===== src/rtl/cpu_control_fsm.sv =====
// Multi-cycle control sequencer for the CR16-subset core.
// Steps fetch/decode/execute/mem/writeback and owns the shared memory port.
module cpu_control_fsm #(
  parameter int PC_SEL_W = 2
) (
  input  logic                clk,
  input  logic                reset,
  input  logic                halt,
  input  logic [1:0]          inst_type,
  input  logic [3:0]          cond,
  input  logic                pc_disp_abs,
  input  logic                update_flags,
  input  logic                update_regfile,
  input  logic [4:0]          flags,
  input  logic                mem_ready,
  output logic                mem_req,
  output logic                mem_addr_sel,
  output logic                mem_we,
  output logic                ir_we,
  output logic                pc_we,
  output logic [PC_SEL_W-1:0] pc_sel,
  output logic                regfile_we,
  output logic                wb_sel,
  output logic                flags_we,
  output logic                inst_retired,
  output logic [2:0]          state
);

  typedef enum logic [2:0] {
    S_FETCH  = 3'd0,
    S_DECODE = 3'd1,
    S_EXEC   = 3'd2,
    S_MEM    = 3'd3,
    S_WB     = 3'd4,
    S_HALT   = 3'd5
  } state_t;

  localparam logic [PC_SEL_W-1:0] SEL_INC = PC_SEL_W'(0);
  localparam logic [PC_SEL_W-1:0] SEL_REL = PC_SEL_W'(1);
  localparam logic [PC_SEL_W-1:0] SEL_ABS = PC_SEL_W'(2);

  state_t cur, nxt;
  logic   fetch_busy, fetch_busy_nxt;
  logic   f_n, f_z, f_f, f_l, f_c;
  logic   taken;
  logic   is_load, is_store;

  assign {f_n, f_z, f_f, f_l, f_c} = flags;
  assign is_load  = (inst_type == 2'd1);
  assign is_store = (inst_type == 2'd2);

  always_comb begin
    taken = 1'b0;
    unique case (cond)
      4'd0:  taken = f_z;
      4'd1:  taken = !f_z;
      4'd2:  taken = f_c;
      4'd3:  taken = !f_c;
      4'd4:  taken = f_l;
      4'd5:  taken = !f_l;
      4'd6:  taken = f_n;
      4'd7:  taken = !f_n;
      4'd8:  taken = f_f;
      4'd9:  taken = !f_f;
      4'd10: taken = !f_l && !f_z;
      4'd11: taken = f_l || f_z;
      4'd12: taken = !f_n && !f_z;
      4'd13: taken = f_n || f_z;
      4'd14: taken = 1'b1;
      4'd15: taken = 1'b0;
    endcase
  end

  always_comb begin
    nxt            = cur;
    fetch_busy_nxt = fetch_busy;
    mem_req        = 1'b0;
    mem_addr_sel   = 1'b0;
    mem_we         = 1'b0;
    ir_we          = 1'b0;
    pc_we          = 1'b0;
    pc_sel         = SEL_INC;
    regfile_we     = 1'b0;
    wb_sel         = 1'b0;
    flags_we       = 1'b0;
    inst_retired   = 1'b0;
    unique case (cur)
      S_FETCH: begin
        // halt only wins before the request goes out
        if (!fetch_busy && halt) begin
          nxt = S_HALT;
        end else begin
          mem_req = 1'b1;
          if (mem_ready) begin
            ir_we          = 1'b1;
            nxt            = S_DECODE;
            fetch_busy_nxt = 1'b0;
          end else begin
            fetch_busy_nxt = 1'b1;
          end
        end
      end
      S_DECODE: begin
        nxt = (is_load || is_store) ? S_MEM : S_EXEC;
      end
      S_EXEC: begin
        regfile_we   = update_regfile;
        flags_we     = update_flags;
        pc_we        = 1'b1;
        pc_sel       = !taken ? SEL_INC :
                       (pc_disp_abs ? SEL_ABS : SEL_REL);
        inst_retired = 1'b1;
        nxt          = S_FETCH;
      end
      S_MEM: begin
        mem_req      = 1'b1;
        mem_addr_sel = 1'b1;
        mem_we       = is_store;
        if (mem_ready) begin
          if (is_store) begin
            pc_we        = 1'b1;
            inst_retired = 1'b1;
            nxt          = S_FETCH;
          end else begin
            nxt = S_WB;
          end
        end
      end
      S_WB: begin
        regfile_we   = 1'b1;
        wb_sel       = 1'b1;
        pc_we        = 1'b1;
        inst_retired = 1'b1;
        nxt          = S_FETCH;
      end
      S_HALT: begin
        if (!halt) nxt = S_FETCH;
      end
      default: nxt = S_FETCH;
    endcase
    // reset aborts any access in flight and silences every strobe
    if (reset) begin
      nxt            = S_FETCH;
      fetch_busy_nxt = 1'b0;
      mem_req        = 1'b0;
      mem_addr_sel   = 1'b0;
      mem_we         = 1'b0;
      ir_we          = 1'b0;
      pc_we          = 1'b0;
      pc_sel         = SEL_INC;
      regfile_we     = 1'b0;
      wb_sel         = 1'b0;
      flags_we       = 1'b0;
      inst_retired   = 1'b0;
    end
  end

  always_ff @(posedge clk) begin
    if (reset) begin
      cur        <= S_FETCH;
      fetch_busy <= 1'b0;
    end else begin
      cur        <= nxt;
      fetch_busy <= fetch_busy_nxt;
    end
  end

  assign state = reset ? 3'd0 : cur;

endmodule


===== config.mk =====
export PLATFORM = sky130hd
export DESIGN_NAME = cpu_control_fsm
export DESIGN_NICKNAME = d
export VERILOG_FILES = /design/src/rtl/cpu_control_fsm.sv
export SDC_FILE = /design/constraint.sdc
export NUM_CORES = 1
export LEC_CHECK = 0
export ABC_AREA = 1
export CORE_MARGIN = 1
export CORE_UTILIZATION = 39
export CTS_BUF_LIST = sky130_fd_sc_hd__clkbuf_4 sky130_fd_sc_hd__clkbuf_8
export DETAILED_ROUTE_END_ITERATION = 10
export PLACE_DENSITY = 0.81
export SYNTH_ARGS = -nofsm -noshare
export SYNTH_HDL_FRONTEND = slang
export SYNTH_SLANG_ARGS = --single-unit

===== constraint.sdc =====
create_clock -name clk -period 1.3 [get_ports clk]
set_input_delay 0.13 -clock clk [delete_from_list [all_inputs] [get_ports clk]]
set_output_delay 0.13 -clock clk [all_outputs]
set_load 0.1 [all_outputs]

==> results_dict.tcl, run 1 <==
set metrics [dict create \
    io_buffers 31 \
    avgSynthCellArea_um2 5.62 \
    yosys_warnings 0 \
    synth_top_area_share_pct 18.1 \
    synth_area_um2 579 \
    rows 13 \
    place_congestion 0.813 \
    yosysSeqAreaShare_pct 13.8 \
    synth_top_area_cell "nand2_1" \
    ys_types 26 \
    dp_hpwl_mm 2.61 \
    syn_nets 122 \
    stop_stage "detailed placement" \
    syn_inst 103 \
    status "aborted with a tool error" \
    yosys-top-cells-area "nand2_1, dfxtp_1, nand3_1, nor2_1, inv_1" \
    io_pins 32 \
    initial_core_util_pct 43.4 \
    die_w_um 40.5 \
    dieHeight_um 40.5 \
    ys_seq_elements 4 \
    error_message "[ERROR DPL-0033] detailed placement checks failed during check placement." \
]
==> cell usage after synthesis (all sizes together) <==
master,instances
nand3,12
o21ai,3
nand2,30
o22ai,1
a2111oi,1
inv,20
buf,3
nand4,1
nor2,19
ha,1
a21oi,3
a211o,1
dfxtp,4
nand3b,1
nor3,3
==> cells by family after synthesis <==
| logic type | synth area share [%] |
|---|---|
| adder cells (fa/ha/maj) | 2.16 |
| AND/OR/NAND/NOR | 56.8 |
| buffers and inverters | 16.4 |
| flip-flops | 13.8 |
| AO/OA/AOI/OAI | 10.8 |
==> metrics by stage <==
step              setup TNS (ns)  setup slack [ns]
floorplan                  -3.51            -0.821
global placement           -2.02            -0.379
==> run 2: changes to the inputs <==
==> config.mk (replaced) <==
export PLATFORM = sky130hd
export DESIGN_NAME = cpu_control_fsm
export DESIGN_NICKNAME = d
export VERILOG_FILES = /design/src/rtl/cpu_control_fsm.sv
export SDC_FILE = /design/constraint.sdc
export NUM_CORES = 1
export LEC_CHECK = 0
export ABC_AREA = 1
export CORE_AREA = 2 2 63 65
export DETAILED_ROUTE_END_ITERATION = 10
export DIE_AREA = 0 0 65 67
export PLACE_DENSITY_LB_ADDON = 0.15
export SYNTH_ARGS = -nofsm -noshare
export SYNTH_HDL_FRONTEND = slang
export SYNTH_SLANG_ARGS = --single-unit
==> run 2 against run 1 <==
Against the previous run:
- the flow now finishes, with violations (negative setup slack)
- synthesized cell count unchanged
- synthesized area stayed put
==> results_dict.tcl, run 2 <==
set metrics [dict create \
    clockRootBuffer "clkbuf_8" \
    core-area_um2 3610 \
    post-route-util_pct 40.8 \
    reg_top3 "cur: 3 flops, fetch_busy: 1 flops" \
    die_w_um 65 \
    top_register "cur" \
    wire_per_inst_um 9.38 \
    setup.worst_path.start_class "flop" \
    design_area_um2 1470 \
    relSlewSlack_pct 79.6 \
    synth_fa_ha_area_share_pct 2.16 \
    worst_slew_pin_slew_ns 0.306 \
    antenna_cells 0 \
    setup_ws_ns -0.225 \
    slew_viol_final 0 \
    synth_top_family_by_area "simple AND/OR/NAND/NOR gates" \
    synth_top_area_share_pct 18.1 \
    antenna_found_initial 0 \
    htreeDepth 1 \
    r2r_end "cur[0]" \
    viasPerCell 4.07 \
    min_path_type "flop to flop" \
    rr_startpoint "cur[2]" \
    hold_buffers 0 \
    dpl_cell_area_um2 1350 \
    critPathMaxFanout 3 \
    dp_hpwl_mm 1.59 \
    layout_common_cells "nand2_1, buf_4, buf_12" \
    powerDensity_nw_per_um2 918 \
    rr_worst_depth 9 \
    initial_core_util_pct 16.1 \
    synthToLayoutAreaGrowth_pct 154 \
    grt_max_degree 10 \
    fin_crit_ns 1.52 \
    status "finished, violations left" \
    fin_skew_ns 0.00263 \
    ant_nets 0 \
    yosys-top-cells-area "nand2_1, dfxtp_1, nand3_1, nor2_1, inv_1" \
    ys_types 26 \
    max_freq_ghz 0.656 \
    cap_violations 0 \
    syn_nets 122 \
    clk_pin_slew_ns 0.03 \
    synth_area_um2 579 \
    cp-endpoint "pc_we" \
    ys_seq_elements 4 \
    io_pins 32 \
    worst_setup_path_end_kind "output pin" \
    wl_mm 1.95 \
    place_congestion 0.920 \
    leakage_nw 0.689 \
    hold_viol 0 \
    syn_inst 103 \
    crit_type "flop to output pin" \
    drive_above_1_share_pct 54.4 \
    synth_compound_area_share_pct 10.8 \
    yosysSeqAreaShare_pct 13.8 \
    path_cells "inv_4 > nand3_2 > inv_2 > nand2_2 > nor2_4 > a211o_4 > buf_12" \
    violations "negative setup slack" \
    async_reset_ff_share_pct 0 \
    remaining_drc_errors 0 \
    cts_buffers 3 \
    crit_path_max_incr_delay_ns 0.38 \
    min-delay-start "cur[1]" \
    synth_edf_count 0 \
    yosys.area_share.simple_pct 56.8 \
    avgSynthCellArea_um2 5.62 \
    reg2reg_slack_ns 0.05 \
    synthXorXnorAreaFrac_pct 0 \
    first_global_vias 788 \
    timing.final.crit_share_pct 117 \
    vdd.ir_drop.worst_mv 0.289 \
    die_area_um2 4360 \
    synth.area.mux_share_pct 0 \
    crit_slowest_cell "dfxtp_4" \
    synthTopCellsByCount "nand2_1, nor2_1, inv_1" \
    io_buffers 31 \
    largest_register_ffs 3 \
    dieHeight_um 67 \
    startpoint "cur[2]" \
    num_vias 847 \
    arrival_ns 1.39 \
    synth_top_area_cell "nand2_1" \
    dr.first_iter.drc_count 15 \
    clk_latency_ns 0.22 \
    yosysMostFrequentCell "nand2_1" \
    rows 22 \
    layout.cells.most_common "nand2_1" \
    overflow 0 \
    finalSetupViolations 11 \
    drt_first_pass_iters 4 \
    cts.path.max_buffers 2 \
    synth_ff_type "dfxtp_1" \
    critPathRequiredTime_ns 1.17 \
    rsz0062_at_grt "yes" \
    fin_nets 181 \
    yosys_warnings 0 \
    grt_usage_pct 9.43 \
    cts_sinks 4 \
    cts_tree "built" \
    grt_pass1_wl_mm 3.22 \
]
[run 2: worst min-delay path by stage]
stage                  end  slack (ns)  cells past startpoint
finish              cur[1]        0.49                      1
global route        cur[1]        0.51                      1
CTS                 cur[1]        0.49                      1
detailed placement  cur[1]        0.52                      1
global placement    cur[1]        0.51                      1
floorplan           cur[1]        0.20                      1
[run 2: cells by family after synthesis]
| family | count (synthesis) |
|---|---|
| adder cells (fa/ha/maj) | 1 |
| flip-flops | 4 |
| buffers and inverters | 23 |
| AO/OA/AOI/OAI | 9 |
| AND/OR/NAND/NOR | 66 |
[run 2: per-stage QoR]
stage | setup WS [ns] | cells | hold slack [ns] | TNS [ns] | power, mW
3_5_place_dp | -0.428 | 200 | 0.516 | -2.38 | 1.04
4_1_cts | -0.236 | 206 | 0.492 | -1.79 | 1.34
5_1_grt | -0.278 | 208 | 0.507 | -2.42 | 1.43
2_1_floorplan | -0.821 | 103 | 0.199 | -3.51 | 0.706
3_3_place_gp | -0.429 | 200 | 0.505 | -2.24 | 1.04
6_report | -0.225 | 208 | 0.494 | -1.74 | 1.35
[run 2: cell type report]
type	count	area, um^2
fill	369	2130
timing repair buffer	57	664
multi-input combinational	76	534
sequential	4	91.3
inverter	20	81.3
tap	48	60.1
clock buffer	3	41.3
[run 2: report_power, final]
part | switching, mW | total, mW | internal, mW
clock network | 0.0602 | 0.257 | 0.197
logic | 0.512 | 0.902 | 0.391
registers | 0.0422 | 0.192 | 0.150
total | 0.614 | 1.35 | 0.738
[run 2: timing repair]
item                       4_1_cts  5_1_grt
setup buffers                    3        2
cloned                           0        0
gates resized for setup         22       12
pin swaps                       11       12
setup endpoints to repair       14       13
[run 2: metal layers]
metal / vias to the layer above / track usage, % / routed length [um]
met3: 0 / 3.04 / 103
li1: 434 / - / -
met1: 389 / 9.37 / 776
met4: 0 / 2.39 / 0
met2: 24 / 18.7 / 1070
met5: - / 0 / 0
[run 2: critical path: cells and delay by family (launching register included)]
family                 cells  cell delay (ns)
AOI/OAI and AO/OA          1             0.35
buffers and inverters      3             0.27
DFF                        1             0.38
and+or+nand+nor            3             0.19
(Power assumes the default switching activity.)
